[config.mk]
export PLATFORM = sky130hd
export DESIGN_NAME = input_process_spi
export DESIGN_NICKNAME = d
export VERILOG_FILES = /design/src/rtl/input_process_spi_pkg.sv /design/src/rtl/input_process_spi_deser.sv /design/src/rtl/input_process_spi.sv
export SDC_FILE = /design/constraint.sdc
export NUM_CORES = 1
export LEC_CHECK = 0
export CORE_MARGIN = 10
export CORE_UTILIZATION = 60
export DETAILED_ROUTE_END_ITERATION = 12
export PLACE_DENSITY = 0.95
export SLEW_MARGIN = 20
export SYNTH_ARGS = -nofsm -noshare
export SYNTH_HDL_FRONTEND = slang
export SYNTH_SLANG_ARGS = --single-unit
[constraint.sdc]
create_clock -name RX_CLK -period 3.26 [get_ports RX_CLK]
set_input_delay 0.326 -clock RX_CLK [delete_from_list [all_inputs] [get_ports RX_CLK]]
set_output_delay 0.326 -clock RX_CLK [all_outputs]
set_load 0.05 [all_outputs]
[src/rtl/input_process_spi_pkg.sv]
// Shared constants and types for the inter-board serial message link.
// The transmit path uses the same header, command codes and message sizes.
package input_process_spi_pkg;

  localparam int unsigned C_WORD_BITS      = 16;
  localparam int unsigned C_MSG_WORDS      = 6;
  localparam int unsigned C_PAYLOAD_WORDS  = C_MSG_WORDS - 2;
  localparam int unsigned C_PAYLOAD_BITS   = C_PAYLOAD_WORDS * C_WORD_BITS;

  localparam logic [15:0] C_HEADER         = 16'h55AA;
  localparam logic [15:0] C_BOARD_MODE_CMD = 16'h0082;

  typedef enum logic [1:0] {
    ST_HUNT    = 2'd0,
    ST_CMD     = 2'd1,
    ST_PAYLOAD = 2'd2
  } parser_state_t;

endpackage

[src/rtl/input_process_spi_deser.sv]
// Serial-to-word deserializer: shifts one bit per clock, MSB first, and
// captures a 16-bit word on the cycle carrying its last bit (i_load high).
module input_process_spi_deser
  import input_process_spi_pkg::*;
(
  input  logic                   i_clk,
  input  logic                   i_rst_n,
  input  logic                   i_data,
  input  logic                   i_load,
  output logic [C_WORD_BITS-1:0] o_word,
  output logic                   o_word_valid
);

  logic [C_WORD_BITS-2:0] r_shreg;
  logic [C_WORD_BITS-1:0] r_word;
  logic                   r_word_valid;
  logic [C_WORD_BITS-1:0] w_window;

  // The 16-bit window is the 15 previously shifted bits plus the current bit.
  assign w_window = {r_shreg, i_data};

  // Shift every cycle, independent of the word delimiter.
  always_ff @(posedge i_clk or negedge i_rst_n) begin
    if (!i_rst_n) begin
      r_shreg <= '0;
    end else begin
      r_shreg <= w_window[C_WORD_BITS-2:0];
    end
  end

  // Capture the completed word and flag it valid on the following cycle.
  always_ff @(posedge i_clk or negedge i_rst_n) begin
    if (!i_rst_n) begin
      r_word       <= '0;
      r_word_valid <= 1'b0;
    end else begin
      r_word_valid <= i_load;
      if (i_load) begin
        r_word <= w_window;
      end
    end
  end

  assign o_word       = r_word;
  assign o_word_valid = r_word_valid;

endmodule

[src/rtl/input_process_spi.sv]
// Receive side of the inter-board message link: frames 6-word messages
// (header, command, 4 payload words), presents command and payload with a
// one-cycle valid strobe, and aborts partial messages on an inter-word timeout.
module input_process_spi
  import input_process_spi_pkg::*;
#(
  parameter logic [15:0] HEADER         = C_HEADER,
  parameter logic [15:0] BOARD_MODE_CMD = C_BOARD_MODE_CMD,
  parameter int unsigned TIMEOUT        = 1024
)
(
  input  logic                      RST,
  input  logic                      RX_CLK,
  input  logic                      RX_DATA,
  input  logic                      RX_LOAD,
  output logic                      MSG_VALID,
  output logic [C_WORD_BITS-1:0]    MSG_CMD,
  output logic [C_PAYLOAD_BITS-1:0] MSG_PAYLOAD,
  output logic                      BOARD_MODE_REQ,
  output logic                      MSG_ERR
);

  localparam logic [15:0] TO_LAST = 16'(TIMEOUT - 1);
  localparam logic [1:0]  LAST_K  = 2'(C_PAYLOAD_WORDS - 1);

  logic [C_WORD_BITS-1:0]    w_word;
  logic                      w_word_valid;

  parser_state_t             r_state;
  parser_state_t             w_next_state;
  logic [1:0]                r_kidx;
  logic [15:0]               r_cnt;
  logic [C_WORD_BITS-1:0]    r_cmd_stage;
  logic [C_PAYLOAD_BITS-C_WORD_BITS-1:0] r_pay_stage;

  logic                      r_msg_valid;
  logic [C_WORD_BITS-1:0]    r_msg_cmd;
  logic [C_PAYLOAD_BITS-1:0] r_msg_payload;
  logic                      r_bmr;
  logic                      r_err;

  logic                      w_store_cmd;
  logic                      w_store_pay;
  logic                      w_accept;
  logic                      w_timeout;

  input_process_spi_deser u_deser (
    .i_clk        (RX_CLK),
    .i_rst_n      (RST),
    .i_data       (RX_DATA),
    .i_load       (RX_LOAD),
    .o_word       (w_word),
    .o_word_valid (w_word_valid)
  );

  // Parser state register.
  always_ff @(posedge RX_CLK or negedge RST) begin
    if (!RST) begin
      r_state <= ST_HUNT;
    end else begin
      r_state <= w_next_state;
    end
  end

  // Next-state decode; an arriving word always takes priority over timeout.
  always_comb begin
    w_next_state = r_state;
    w_store_cmd  = 1'b0;
    w_store_pay  = 1'b0;
    w_accept     = 1'b0;
    w_timeout    = 1'b0;
    case (r_state)
      ST_HUNT: begin
        if (w_word_valid && (w_word == HEADER)) begin
          w_next_state = ST_CMD;
        end
      end
      ST_CMD: begin
        if (w_word_valid) begin
          w_store_cmd  = 1'b1;
          w_next_state = ST_PAYLOAD;
        end else if (r_cnt == TO_LAST) begin
          w_timeout    = 1'b1;
          w_next_state = ST_HUNT;
        end
      end
      ST_PAYLOAD: begin
        if (w_word_valid) begin
          w_store_pay = 1'b1;
          if (r_kidx == LAST_K) begin
            w_accept     = 1'b1;
            w_next_state = ST_HUNT;
          end
        end else if (r_cnt == TO_LAST) begin
          w_timeout    = 1'b1;
          w_next_state = ST_HUNT;
        end
      end
      default: begin
        w_next_state = ST_HUNT;
      end
    endcase
  end

  // Inter-word timeout counter; idle in HUNT, cleared on every word.
  always_ff @(posedge RX_CLK or negedge RST) begin
    if (!RST) begin
      r_cnt <= '0;
    end else if (w_word_valid || w_timeout || (r_state == ST_HUNT)) begin
      r_cnt <= '0;
    end else begin
      r_cnt <= r_cnt + 16'd1;
    end
  end

  // Staging of command and the first payload words of the message in flight.
  always_ff @(posedge RX_CLK or negedge RST) begin
    if (!RST) begin
      r_kidx      <= '0;
      r_cmd_stage <= '0;
      r_pay_stage <= '0;
    end else begin
      if (w_store_cmd) begin
        r_cmd_stage <= w_word;
        r_kidx      <= '0;
      end
      if (w_store_pay) begin
        r_pay_stage <= {r_pay_stage[C_PAYLOAD_BITS-2*C_WORD_BITS-1:0], w_word};
        r_kidx      <= r_kidx + 2'd1;
      end
    end
  end

  // Output registers: only a completed message updates command and payload.
  always_ff @(posedge RX_CLK or negedge RST) begin
    if (!RST) begin
      r_msg_valid   <= 1'b0;
      r_msg_cmd     <= '0;
      r_msg_payload <= '0;
      r_bmr         <= 1'b0;
      r_err         <= 1'b0;
    end else begin
      r_msg_valid <= w_accept;
      r_bmr       <= w_accept && (r_cmd_stage == BOARD_MODE_CMD);
      r_err       <= w_timeout;
      if (w_accept) begin
        r_msg_cmd     <= r_cmd_stage;
        r_msg_payload <= {r_pay_stage, w_word};
      end
    end
  end

  assign MSG_VALID      = r_msg_valid;
  assign MSG_CMD        = r_msg_cmd;
  assign MSG_PAYLOAD    = r_msg_payload;
  assign BOARD_MODE_REQ = r_bmr;
  assign MSG_ERR        = r_err;

endmodule

==> flow_summary.ini <==
[cells_and_area]
nFillCells = 741
stdcell_count = 760
design_area_um2 = 9170
fin_nets = 585
areaGrowthSynthToFinish_pct = 20.38
layout_commonest_cell = dfrtp_1
diodes = 0
drive_gt1_share_pct = 34.69
layout_common_cells = dfrtp_1, mux2_2, clkdlybuf4s50_1, nor2_1, clkbuf_16

[setup_path]
end_kind = flip-flop
reg2reg_depth = 5
crit_fanout = 33
r2r_end = MSG_PAYLOAD[24]
worst-path-buf-inv = 2
r2r_start = r_state[0]
worst_ep_required_time_ns = 3.56
crit_slowest_cell = nand3_4
critical_path.cell_chain = inv_1, ha_1, nand3_4, buf_4, mux2_2
critPathMaxStageDelay_ns = 0.48
cp_top_family = buffers and inverters
rrSetupSlack_ns = 0.90
cp.arrival_ns = 2.66
crit_path_start_kind = flip-flop
path_class = reg2reg

[synth]
syn_area_um2 = 7617
yosysWarnings = 0
synth_largest_area_cell = dfrtp_1
ys_seq_area_share_pct = 65.37
synth-compound-area-share_pct = 1.560
postSynthCellCount = 488
synthTopCellsByArea = dfrtp_1, mux2_2, xor2_1
synth_nets = 498
synth_top_family_by_area = multiplexers
syn_avg_cell_area_um2 = 15.61
synth_top_area_share_pct = 65.37
synth_simple_gate_area_share_pct = 4.878
ys_types = 38
synthXorXnorAreaFrac_pct = 1.495
synth_mux_area_share_pct = 23.65
synth_adder_area_share_pct = 0.9855
ys_seq_elements = 199

[clock_tree]
clock_path_buffers = 2
numCtsBuffers = 17
clk_pin_slew_ns = 0.07
cts_tree = yes
cts_hold_buf = 0
clock_sinks = 199
cts_resized = 0
cts_max_level = 4
clk_latency_ns = 0.43
post_cts_buffers = 0
cts-root-buf = clkbuf_16

[timing]
tns_ns = 0
fin_crit_ns = 2.356
drv_slew = 0
relSlewSlack_pct = 47.92
hold_viol = 25
max_freq_mhz = 424.5
min_period_over_period_pct = 72.26
rsz0062_at_grt = no
clock_skew_ns = 0.01457
setup_viol = 0
whs_ns = -0.03028
tightest_slew_ns = 0.7793

[grt]
antenna_found_initial = 0
grt_use_total_pct = 18.33
grt_pass1_vias = 4637
grt_pass1_wl_um = 25610
grt_max_degree = 102
grt.overflow.total = 0

[hold_path]
hp-class = in2async

[flow_run]
cap_violations = 0

[place]
globalplace.congestion = 0.8172
dpl.cell_count = 728
placed_area_um2 = 8632
port_buffers = 86
hpwl_um = 10300

[floorplanning]
core_area_um2 = 12520
ioPinCount = 87
die_area_um2 = 17600
die_h_um = 132.7
start_util_pct = 60.86
rows = 41
chipWidth_um = 132.7

[outcome]
outcome = finished with violations
violations = hold timing

[detailed_routing]
postRouteAntennaNets = 0
drc = 0
wl_um = 15600
avgViaCountPerCell = 5.597
firstDrtPassIters = 5
wire_per_inst_um = 20.52
drtIter0Drc = 311
vias = 4254

[power]
ir_worst_vdd_mv = 0.3185
leakage_nw = 4.474
power_density_nw_per_um2 = 495.0
power.total_w = 0.004539
-- cell families (layout without fill, tap and decap cells) --
kind of cell	Yosys count	count (layout)
flip-flops	199	199
AND/OR/NAND/NOR	64	64
multiplexers	160	160
adder cells (fa/ha/maj)	6	6
AO/OA/AOI/OAI	16	16
buffers and inverters	30	130
XOR/XNOR	13	13
-- power by group --
group | internal [W] | leakage (nW) | switching [W] | total [W]
clock network | 0.00105 | 0.268 | 0.000859 | 0.00191
registers | 0.00250 | 2.71 | 0.0000460 | 0.00255
logic | 0.0000298 | 1.50 | 0.0000579 | 0.0000877
-- registers in the layout, summed over array words and instances, names as in the netlist --
register,cells
MSG_VALID,1
u_deser.r_shreg,15
r_kidx,2
r_state,2
MSG_PAYLOAD,64
MSG_CMD,16
r_cnt,16
r_pay_stage,48
r_cmd_stage,16
u_deser.o_word,16
u_deser.o_word_valid,1
MSG_ERR,1
BOARD_MODE_REQ,1
-- routing by layer --
metal,wire (µm),global-route usage (%),vias up
met5,0,0,-
met4,308,7.213,0
met3,978,6.018,30
met2,7772,29.92,132
met1,6536,22.07,2186
li1,-,-,1906
-- stage by stage --
step	util, %	worst slack, ns
after detailed placement	68.96	0.9937
final	73.26	0.9045
after global placement	68.96	1.111
after CTS	73.26	0.9300
after floorplan	-	1.534
after global routing	73.26	0.7623
-- worst max-delay path by stage --
stage	slack, ns	start	depth (start not counted)	endpoint
final	0.90	r_state[0]	5	MSG_PAYLOAD[24]
after global routing	0.76	r_state[0]	5	MSG_PAYLOAD[34]
after CTS	0.93	r_state[0]	5	MSG_PAYLOAD[24]
after detailed placement	0.99	r_state[0]	5	MSG_PAYLOAD[21]
after global placement	1.11	r_state[0]	5	MSG_PAYLOAD[16]
after floorplan	1.53	r_state[0]	7	r_pay_stage[38]
-- Yosys cell counts --
library cell	count
o311ai_1	2
nand3_4	1
buf_6	2
o211ai_1	1
mux2_2	160
nor4_1	3
nand2_1	9
xor2_1	12
and3_1	2
and4bb_2	1
inv_1	7
o21ai_0	3
a32o_1	1
nand4_2	1
buf_4	2
ha_1	6
nand4b_1	1
and2_1	2
nor4b_1	2
clkbuf_1	2
nand3b_2	1
o211ai_2	1
nor3_1	3
and4bb_1	1
nand3b_1	1
o2111ai_1	1
nor2_1	18
o31ai_1	2
xnor2_1	1
o31a_2	1
buf_2	17
or3_1	2
a21oi_1	3
a21o_1	1
nand4_1	6
and4_1	3
dfrtp_1	199
nand3_1	7
-- cell type report --
class,instances,area [µm²],area share [%]
tap,172,215.2,2.347
clock buffer,23,488.0,5.321
inverter,7,26.28,0.2865
timing repair buffer,91,914.6,9.974
clock inverter,9,50.05,0.5458
sequential,199,4980,54.30
multi-input combinational,259,2496,27.22
Power figures use the tool's default switching activity.
